$ cat config.mk
export PLATFORM = sky130hd
export DESIGN_NAME = sensor_uart_packetizer
export DESIGN_NICKNAME = d
export VERILOG_FILES = /design/src/rtl/sensor_uart_pkg.sv /design/src/rtl/sensor_uart_packetizer_fifo.sv /design/src/rtl/sensor_uart_packetizer.sv
export SDC_FILE = /design/constraint.sdc
export NUM_CORES = 1
export LEC_CHECK = 0
export BUFFER_PORTS_ARGS = -buffer_cell sky130_fd_sc_hd__buf_2
export CORE_ASPECT_RATIO = 1.75
export CORE_MARGIN = 8
export CORE_UTILIZATION = 50
export DETAILED_ROUTE_END_ITERATION = 8
export PLACE_DENSITY = 0.65
export RECOVER_POWER = 50
export SYNTH_ARGS = -nofsm -noshare
export SYNTH_HDL_FRONTEND = slang
export SYNTH_SLANG_ARGS = --single-unit
$ cat constraint.sdc
create_clock -name clk -period 6.2 [get_ports clk]
set_clock_uncertainty 0.2 [all_clocks]
set_input_delay 1.86 -clock clk [delete_from_list [all_inputs] [get_ports clk]]
set_output_delay 1.86 -clock clk [all_outputs]
set_load 0.005 [all_outputs]
$ cat src/rtl/sensor_uart_pkg.sv
// Shared types and constants for the sensor-to-UART packetizer.
// Optional macro SENSOR_PKT_CHECKSUM_EN appends a CHK byte to each frame.
package sensor_uart_pkg;

  typedef enum logic [1:0] {
    IDLE,
    LOAD,
    SEND,
    WAIT
  } pkt_state_e;

  localparam logic [7:0] PKT_SYNC_DEFAULT = 8'hAA;

  typedef logic [15:0] sample_t;

  function automatic int unsigned pkt_frame_len();
`ifdef SENSOR_PKT_CHECKSUM_EN
    return 5;
`else
    return 4;
`endif
  endfunction

endpackage

$ cat src/rtl/sensor_uart_packetizer_fifo.sv
// Synchronous sample FIFO: push/pop, full/empty flags and occupancy level.
// Ports: clk, rst_n, push, pop, wdata, rdata, full, empty, level.
module pkt_sample_fifo
  import sensor_uart_pkg::*;
#(
  parameter int DEPTH = 8
) (
  input  logic                     clk,
  input  logic                     rst_n,
  input  logic                     push,
  input  logic                     pop,
  input  sample_t                  wdata,
  output sample_t                  rdata,
  output logic                     full,
  output logic                     empty,
  output logic [$clog2(DEPTH):0]   level
);

  localparam int AW = $clog2(DEPTH);

  sample_t         mem [DEPTH];
  logic [AW-1:0]   wr_ptr;
  logic [AW-1:0]   rd_ptr;
  logic [AW:0]     count;
  logic            push_ok;
  logic            pop_ok;

  assign full    = (count == (AW+1)'(DEPTH));
  assign empty   = (count == '0);
  assign push_ok = push && !full;
  assign pop_ok  = pop && !empty;
  assign rdata   = mem[rd_ptr];
  assign level   = count;

  always_ff @(posedge clk) begin
    if (push_ok) mem[wr_ptr] <= wdata;
  end

  always_ff @(posedge clk or negedge rst_n) begin
    if (!rst_n) begin
      wr_ptr <= '0;
      rd_ptr <= '0;
      count  <= '0;
    end else begin
      if (push_ok) wr_ptr <= wr_ptr + 1'b1;
      if (pop_ok)  rd_ptr <= rd_ptr + 1'b1;
      unique case ({push_ok, pop_ok})
        2'b10:   count <= count + 1'b1;
        2'b01:   count <= count - 1'b1;
        default: count <= count;
      endcase
    end
  end

endmodule

$ cat src/rtl/sensor_uart_packetizer.sv
// Frames 16-bit samples as SYNC,SEQ,HI,LO[,CHK] and feeds uart_top TX.
// Ports: sample in/ready, ovf_clr, tx_* handshake, frame_done, overflow,
// fifo_level. Macro SENSOR_PKT_CHECKSUM_EN adds the CHK byte.
module sensor_uart_packetizer
  import sensor_uart_pkg::*;
#(
  parameter int         FIFO_DEPTH = 8,
  parameter logic [7:0] SYNC_BYTE  = PKT_SYNC_DEFAULT
) (
  input  logic                          clk,
  input  logic                          rst_n,
  input  logic                          sample_valid,
  input  logic [15:0]                   sample_data,
  output logic                          sample_ready,
  input  logic                          ovf_clr,
  output logic                          tx_start,
  output logic [7:0]                    tx_data,
  input  logic                          tx_busy,
  input  logic                          tx_done,
  output logic                          frame_done,
  output logic                          overflow,
  output logic [$clog2(FIFO_DEPTH):0]   fifo_level
);

  localparam logic [2:0] LAST = 3'(pkt_frame_len() - 1);

  pkt_state_e  state;
  pkt_state_e  state_nx;
  sample_t     sample_q;
  sample_t     fifo_rdata;
  logic [7:0]  seq_q;
  logic [2:0]  byte_idx;
  logic [7:0]  cur_byte;
  logic        full;
  logic        empty;
  logic        push;
  logic        pop;
`ifdef SENSOR_PKT_CHECKSUM_EN
  logic [7:0]  chk_q;
`endif

  assign push         = sample_valid && !full;
  assign pop          = (state == LOAD);
  assign sample_ready = !full;

  pkt_sample_fifo #(
    .DEPTH (FIFO_DEPTH)
  ) u_fifo (
    .clk   (clk),
    .rst_n (rst_n),
    .push  (push),
    .pop   (pop),
    .wdata (sample_data),
    .rdata (fifo_rdata),
    .full  (full),
    .empty (empty),
    .level (fifo_level)
  );

  always_ff @(posedge clk or negedge rst_n) begin
    if (!rst_n) begin
      overflow <= 1'b0;
    end else if (sample_valid && full) begin
      overflow <= 1'b1;
    end else if (ovf_clr) begin
      overflow <= 1'b0;
    end
  end

  always_comb begin
    cur_byte = SYNC_BYTE;
    case (byte_idx)
      3'd0:    cur_byte = SYNC_BYTE;
      3'd1:    cur_byte = seq_q;
      3'd2:    cur_byte = sample_q[15:8];
      3'd3:    cur_byte = sample_q[7:0];
`ifdef SENSOR_PKT_CHECKSUM_EN
      default: cur_byte = chk_q;
`else
      default: cur_byte = 8'h00;
`endif
    endcase
  end

  always_ff @(posedge clk or negedge rst_n) begin
    if (!rst_n) begin
      state    <= IDLE;
      sample_q <= '0;
      seq_q    <= '0;
      byte_idx <= '0;
`ifdef SENSOR_PKT_CHECKSUM_EN
      chk_q    <= '0;
`endif
    end else begin
      state <= state_nx;
      if (state == LOAD) begin
        sample_q <= fifo_rdata;
        byte_idx <= '0;
`ifdef SENSOR_PKT_CHECKSUM_EN
        chk_q    <= seq_q ^ fifo_rdata[15:8] ^ fifo_rdata[7:0];
`endif
      end
      if (state == WAIT && tx_done) begin
        if (byte_idx == LAST) seq_q <= seq_q + 8'd1;
        else                  byte_idx <= byte_idx + 3'd1;
      end
    end
  end

  always_comb begin
    state_nx   = state;
    tx_start   = 1'b0;
    tx_data    = 8'h00;
    frame_done = 1'b0;
    unique case (state)
      IDLE: begin
        if (!empty) state_nx = LOAD;
      end
      LOAD: begin
        state_nx = SEND;
      end
      SEND: begin
        tx_data = cur_byte;
        if (!tx_busy) begin
          tx_start = 1'b1;
          state_nx = WAIT;
        end
      end
      WAIT: begin
        tx_data = cur_byte;
        if (tx_done) begin
          if (byte_idx == LAST) begin
            frame_done = 1'b1;
            state_nx   = IDLE;
          end else begin
            state_nx = SEND;
          end
        end
      end
      default: state_nx = IDLE;
    endcase
  end

endmodule

Word-level counts from Yosys, hierarchy flattened --
Memory sizes are Yosys's and may differ from the RTL's. A register that Yosys moved wholly into a read port is not among the register bits. Cells that the tools add are included.
Cells by class: $add $sub $neg 6, multipliers 0, divide/modulo/power cells 0, magnitude comparators 0, equal/unequal tests 12, shift-type cells 0, muxes and demuxes 20, bitwise logic cells 0, reduce and logical (&&, ||, !) cells 16
Operators with widths (number):
- case mux 8 bit (4 select lines) | 1
- adder 3 x 1 -> 3 bit (second input constant) | 3
- 2-to-1 mux 1 bit | 9
- 2-to-1 mux 3 bit | 3
- adder 8 x 1 -> 8 bit (second input constant) | 1
- 2-to-1 mux 2 bit | 4
- 2-to-1 mux 8 bit | 1
- case mux 2 bit (4 select lines) | 1
- case mux 4 bit (2 select lines) | 1
- equality test 2 bit (second input constant) | 3
- equality test 3 x 2 -> 1 bit (second input constant) | 2
- != test 2 bit (second input constant) | 3
- logical AND 1 bit | 5
- adder 4 x 1 -> 4 bit (second input constant) | 1
- equality test 2 x 1 -> 1 bit (second input constant) | 2
- equality test 4 bit (second input constant) | 1
- zero test 4 bit | 1
- nonzero test 2 bit | 2
- subtractor 4 x 1 -> 4 bit (second input constant) | 1
- equality test 3 x 1 -> 1 bit (second input constant) | 1
- zero test 1 bit | 3
- zero test 3 bit | 1
- AND reduction 3 bit | 1
- zero test 2 bit | 1
- other kinds (2) | 2
Word-level totals: flip-flop bits (word level) 24, bits in latches 0, memory bits (writable) 128, bits in read-only memories 0, input bits 22, output and inout bits 16, word-level logic and storage cells 62, memories kept 1
Memories:
- u_fifo.mem | words 8, bits a word 16, read ports 1, clocked after Yosys merged registers in 1, write ports 1, RTL line sensor_uart_packetizer_fifo.sv:21 | sample_t mem [DEPTH];

Logic depth before layout (Yosys ltp) --
word-level depth 6, mapped depth 10, depth with buffers taken out 10

Hierarchy --
Synthesis repeated with hierarchy kept, for this count alone.
Second synthesis, totals: cell total of the unflattened synthesis 382, area total of the unflattened synthesis 7078.0 um^2
Modules (own cells, without submodules):
- pkt_sample_fifo | times used 1, cells each 253, area an instance 5556.6 um^2, seq. area each 4093.9 um^2
- sensor_uart_packetizer | times used 1, cells each 129, area an instance 1521.5 um^2, seq. area each 750.7 um^2

Least setup slack after synthesis --
Ideal clock, no wire load.
kind input port to flip-flop, start point in sample_valid, end point mem u_fifo.mem[0][0] in the netlist's numbering, enable pin, setup time 0.430 ns, arrival time 3.884 ns, data required time 5.570 ns, slack 1.686 ns, stages 3, buffers on the path 0, cells stage by stage nor2b_1 > inv_1 > nor4_1
On the way: word-level cells in the longest chain between the ends 4
Ends and longest elaborated chain:
- from (decl) | RTL line sensor_uart_packetizer.sv:12 | input logic sample_valid,
- logical AND 1 bit | RTL line sensor_uart_packetizer.sv:42 | assign push = sample_valid && !full;
- logical AND 1 bit | RTL line sensor_uart_packetizer_fifo.sv:30 | assign push_ok = push && !full;
- 2-to-1 mux 1 bit | RTL line sensor_uart_packetizer_fifo.sv:36 | if (push_ok) mem[wr_ptr] <= wdata;
- 2-to-1 mux 1 bit (implied by the code) | RTL line sensor_uart_packetizer_fifo.sv:36
- to (decl) | RTL line sensor_uart_packetizer_fifo.sv:21
Every way passes these cells.

Final worst setup path --
start point in tx_done, end point out frame_done
On the way: word-level cells in the longest chain between the ends 2
Ends and longest elaborated chain:
- from (decl) | RTL line sensor_uart_packetizer.sv:19 | input logic tx_done,
- 2-to-1 mux 1 bit | RTL line sensor_uart_packetizer.sv:131 | if (tx_done) begin
- 2-to-1 mux 1 bit | RTL line sensor_uart_packetizer.sv:115 | unique case (state)
- to (decl) | RTL line sensor_uart_packetizer.sv:20 | output logic frame_done,
Every way passes these cells.

==> impl_metrics.csv <==
group,metric,value,unit
floorplan,dieArea,0.0180,mm^2
clock_tree,cts_sinks,168,
worst_setup_path,cp-end-kind,"output port",
power,p_int,2.52,mW
worst_setup_path,crit_arrival,2.71,ns
flow_run,cap_violations,2,
power,swShare,32.7,%
sta,worst_slew_pin_slew,3.53,ns
sta,final-setup-viol-count,0,
cells_and_area,final_common_cell,"edfxtp_1",
worst_setup_path,crit_fanout,6,
sta,final-hold-violation-count,0,
power,peakVddDrop,0.268,mV
clock_tree,post_cts_resized,0,
power,clockPowerShare,27.8,%
logic_synthesis,ys_seq_elements,168,
worst_setup_path,cp.required,4.14,ns
worst_setup_path,crit_end,"frame_done",
worst_setup_path,cp-start-kind,"input pin",
power,p_leak,3.02,nW
clock_tree,clockBufferDepth,2,
global_routing,first_global_vias,4128,
global_routing,grt_max_degree,67,
clock_tree,root_buffer,"clkbuf_16",
detailed_routing,drtPass1Iterations,4,
sta,post-route-min-period,4.77,ns
power,pwr-share-seq,45.6,%
logic_synthesis,synth.distinct_cells,41,
place,gp_congestion,0.905,
clock_tree,clk_pin_slew,0.06,ns
global_routing,use_met1,17.9,%
power,power.switching,1.22,mW
worst_hold_path,min_from,"seq_q[7]$_DFFE_PN0P_",
detailed_routing,drt_iter0_drc,179,
cells_and_area,final_util,57.3,%
sta,tns,0,ns
power,powerDensity,477,mW/mm^2
outcome,status,"finished with violations",
floorplan,initial_core_util,50.4,%
global_routing,met3_usage,3.90,%
cells_and_area,stdcell_area,0.00785,mm^2
clock_tree,ctsHoldBuffers,0,
place,port_buffers,37,
worst_setup_path,critPathLaunch,"tx_done",
cells_and_area,syn_to_final_growth,13.6,%
sta,rsz0062_at_grt,"no",
cells_and_area,insertedDiodeCount,0,
place,dp_hpwl,8.84,mm
clock_tree,cts_buffers,17,
global_routing,grt_first_pass_wirelength,22.5,mm
global_routing,antenna_found_initial,0,
clock_tree,cts_tree,"built",
global_routing,grtUsageTotal,16.5,%
detailed_routing,wl,14.2,mm
global_routing,gr-total-overflow,0,
logic_synthesis,synth.cell_area,0.00691,mm^2
detailed_routing,viasPerCell,5.67,
cells_and_area,layout-drive-gt1-share,14.4,%
logic_synthesis,synth_ff_type,"edfxtp_1",
detailed_routing,drc_errors,0,
worst_hold_path,hold_class,"reg2reg",
global_routing,busiest_layer,"met2",
power,pwr-share-comb,26.6,%
logic_synthesis,synth.avg_cell_area,15.1,um^2
logic_synthesis,synth_nets,489,
floorplan,die_h,171,um
worst_setup_path,r2r_slack,2.22,ns
worst_setup_path,timing.rr.start,"u_fifo.rd_ptr[0]$_DFFE_PN0P_",
logic_synthesis,synth_edf_count,128,
worst_setup_path,r2r_end,"sample_q[8]$_DFFE_PN0P_",
logic_synthesis,seq_area_frac_synth,70.1,%
sta,maxSlewHeadroom,-136,%
clock_tree,post-cts-setup-buffers,0,
logic_synthesis,synth_area_leader_cell,"edfxtp_1",
detailed_routing,wl_per_cell,20.6,um
sta,timing.fmax,210,MHz
worst_setup_path,crit_type,"in2out",
floorplan,die_x,105,um
clock_tree,clk_latency,0.42,ns
global_routing,use_met2,29.5,%
detailed_routing,routed-via-count,3916,
floorplan,num_rows,57,
logic_synthesis,synth_top_cell_area_share,55.7,%
detailed_routing,antenna_left,0,
sta,fin_crit_sh,76.9,%
worst_setup_path,worstRegToRegCells,4,
place,dpl-instance-area,0.00730,mm^2
sta,final_max_slew_viol_count,108,
logic_synthesis,yosys_warnings,0,
floorplan,core,0.0137,mm^2
logic_synthesis,synthArstFlopShare,23.8,%
cells_and_area,final_cell_mix,"edfxtp_1, mux2i_1, nand2_1, dfrtp_1, a22oi_1",
logic_synthesis,synth_area_leaders,"edfxtp_1, dfrtp_1, mux2i_1",
outcome,violations,"max-capacitance violations, max-slew violations",
cells_and_area,nNetsFinal,533,
logic_synthesis,syn_inst,457,
cells_and_area,n_fill_cell,1132,
floorplan,pin_count,38,
clock_tree,htree_levels,4,
-- power by group through the flow --
stage / clock network, mW / registers [mW] / logic, mW
global placement: 0 / 1.72 / 0.930
CTS: 1.07 / 1.71 / 0.969
global route: 1.11 / 1.74 / 1.11
detailed placement: 0 / 1.74 / 0.963
finish: 1.04 / 1.71 / 0.996
floorplan: 0 / 1.58 / 0.767
-- how the worst min path moves through the flow --
stage                                end  slack, ns  cells after the start
floorplan           seq_q[7]$_DFFE_PN0P_       0.24                      1
global placement    seq_q[7]$_DFFE_PN0P_       0.26                      1
detailed placement  seq_q[7]$_DFFE_PN0P_       0.27                      1
CTS                 seq_q[7]$_DFFE_PN0P_       0.28                      1
global route        seq_q[7]$_DFFE_PN0P_       0.30                      1
finish              seq_q[7]$_DFFE_PN0P_       0.28                      1
-- state kept, by name, summed over array words and instances, names as in the netlist --
signal and flops:
seq_q 8, u_fifo.mem 128, overflow 1, u_fifo.wr_ptr 3
state 2, sample_q 16, u_fifo.level 4, u_fifo.rd_ptr 3
byte_idx 3
-- metrics by stage --
step	instances	hold WS, ns	setup WS (ns)	total power [mW]
2_1_floorplan	457	0.242	1.69	2.35
3_3_place_gp	659	0.258	1.70	2.65
3_5_place_dp	659	0.265	1.66	2.70
4_1_cts	691	0.277	1.66	3.75
5_1_grt	691	0.297	1.33	3.95
6_report	691	0.277	1.43	3.75
-- worst max-delay path: stages --
cell	delay [ns]
clkbuf_1	0.14
nand4_1	0.30
inv_1	0.25
buf_2	0.15
-- area by class of cell --
| type | count | area [um^2] | share of cell area, % |
|---|---|---|---|
| Clock buffer | 17 | 425 | 5.42 |
| Inverter | 9 | 33.8 | 0.430 |
| Timing Repair Buffer | 46 | 230 | 2.93 |
| Sequential cell | 168 | 4840 | 61.7 |
| Clock inverter | 15 | 168 | 2.14 |
| Multi-Input combinational cell | 259 | 1930 | 24.5 |
| Tap cell | 177 | 221 | 2.82 |
-- kinds of logic (layout without fill, tap and decap cells) --
logic type / count (synthesis) / after routing / synth area share [%]
flip-flops: 168 / 168 / 70.1
AND/OR/NAND/NOR: 86 / 86 / 6.12
AO/OA/AOI/OAI: 79 / 79 / 7.75
multiplexers: 68 / 68 / 9.93
buffers and inverters: 30 / 87 / 2.21
XOR/XNOR: 16 / 16 / 2.03
adder cells (fa/ha/maj): 10 / 10 / 1.81
-- Yosys cell counts (all sizes together) (2+ instances only) --
cell type / n
edfxtp: 128
mux2i: 64
nand2: 44
dfrtp: 40
a22oi: 36
o21ai: 21
buf: 13
nor2: 13
a21oi: 10
ha: 10
inv: 9
xor2: 9
clkbuf: 8
nor2b: 7
xnor2: 7
nor3: 5
a222oi: 4
mux2: 4
nand2b: 3
nand4: 3
nor4: 3
a22o: 2
or3: 2
-- per-layer routing --
metal	part of all wire [%]	vias to the layer above
li1	-	1826
met4	2.5	0
met5	0	-
met3	4.0	22
met2	54	103
met1	40	1965
Note: power is estimated with default switching activity, not from simulation.
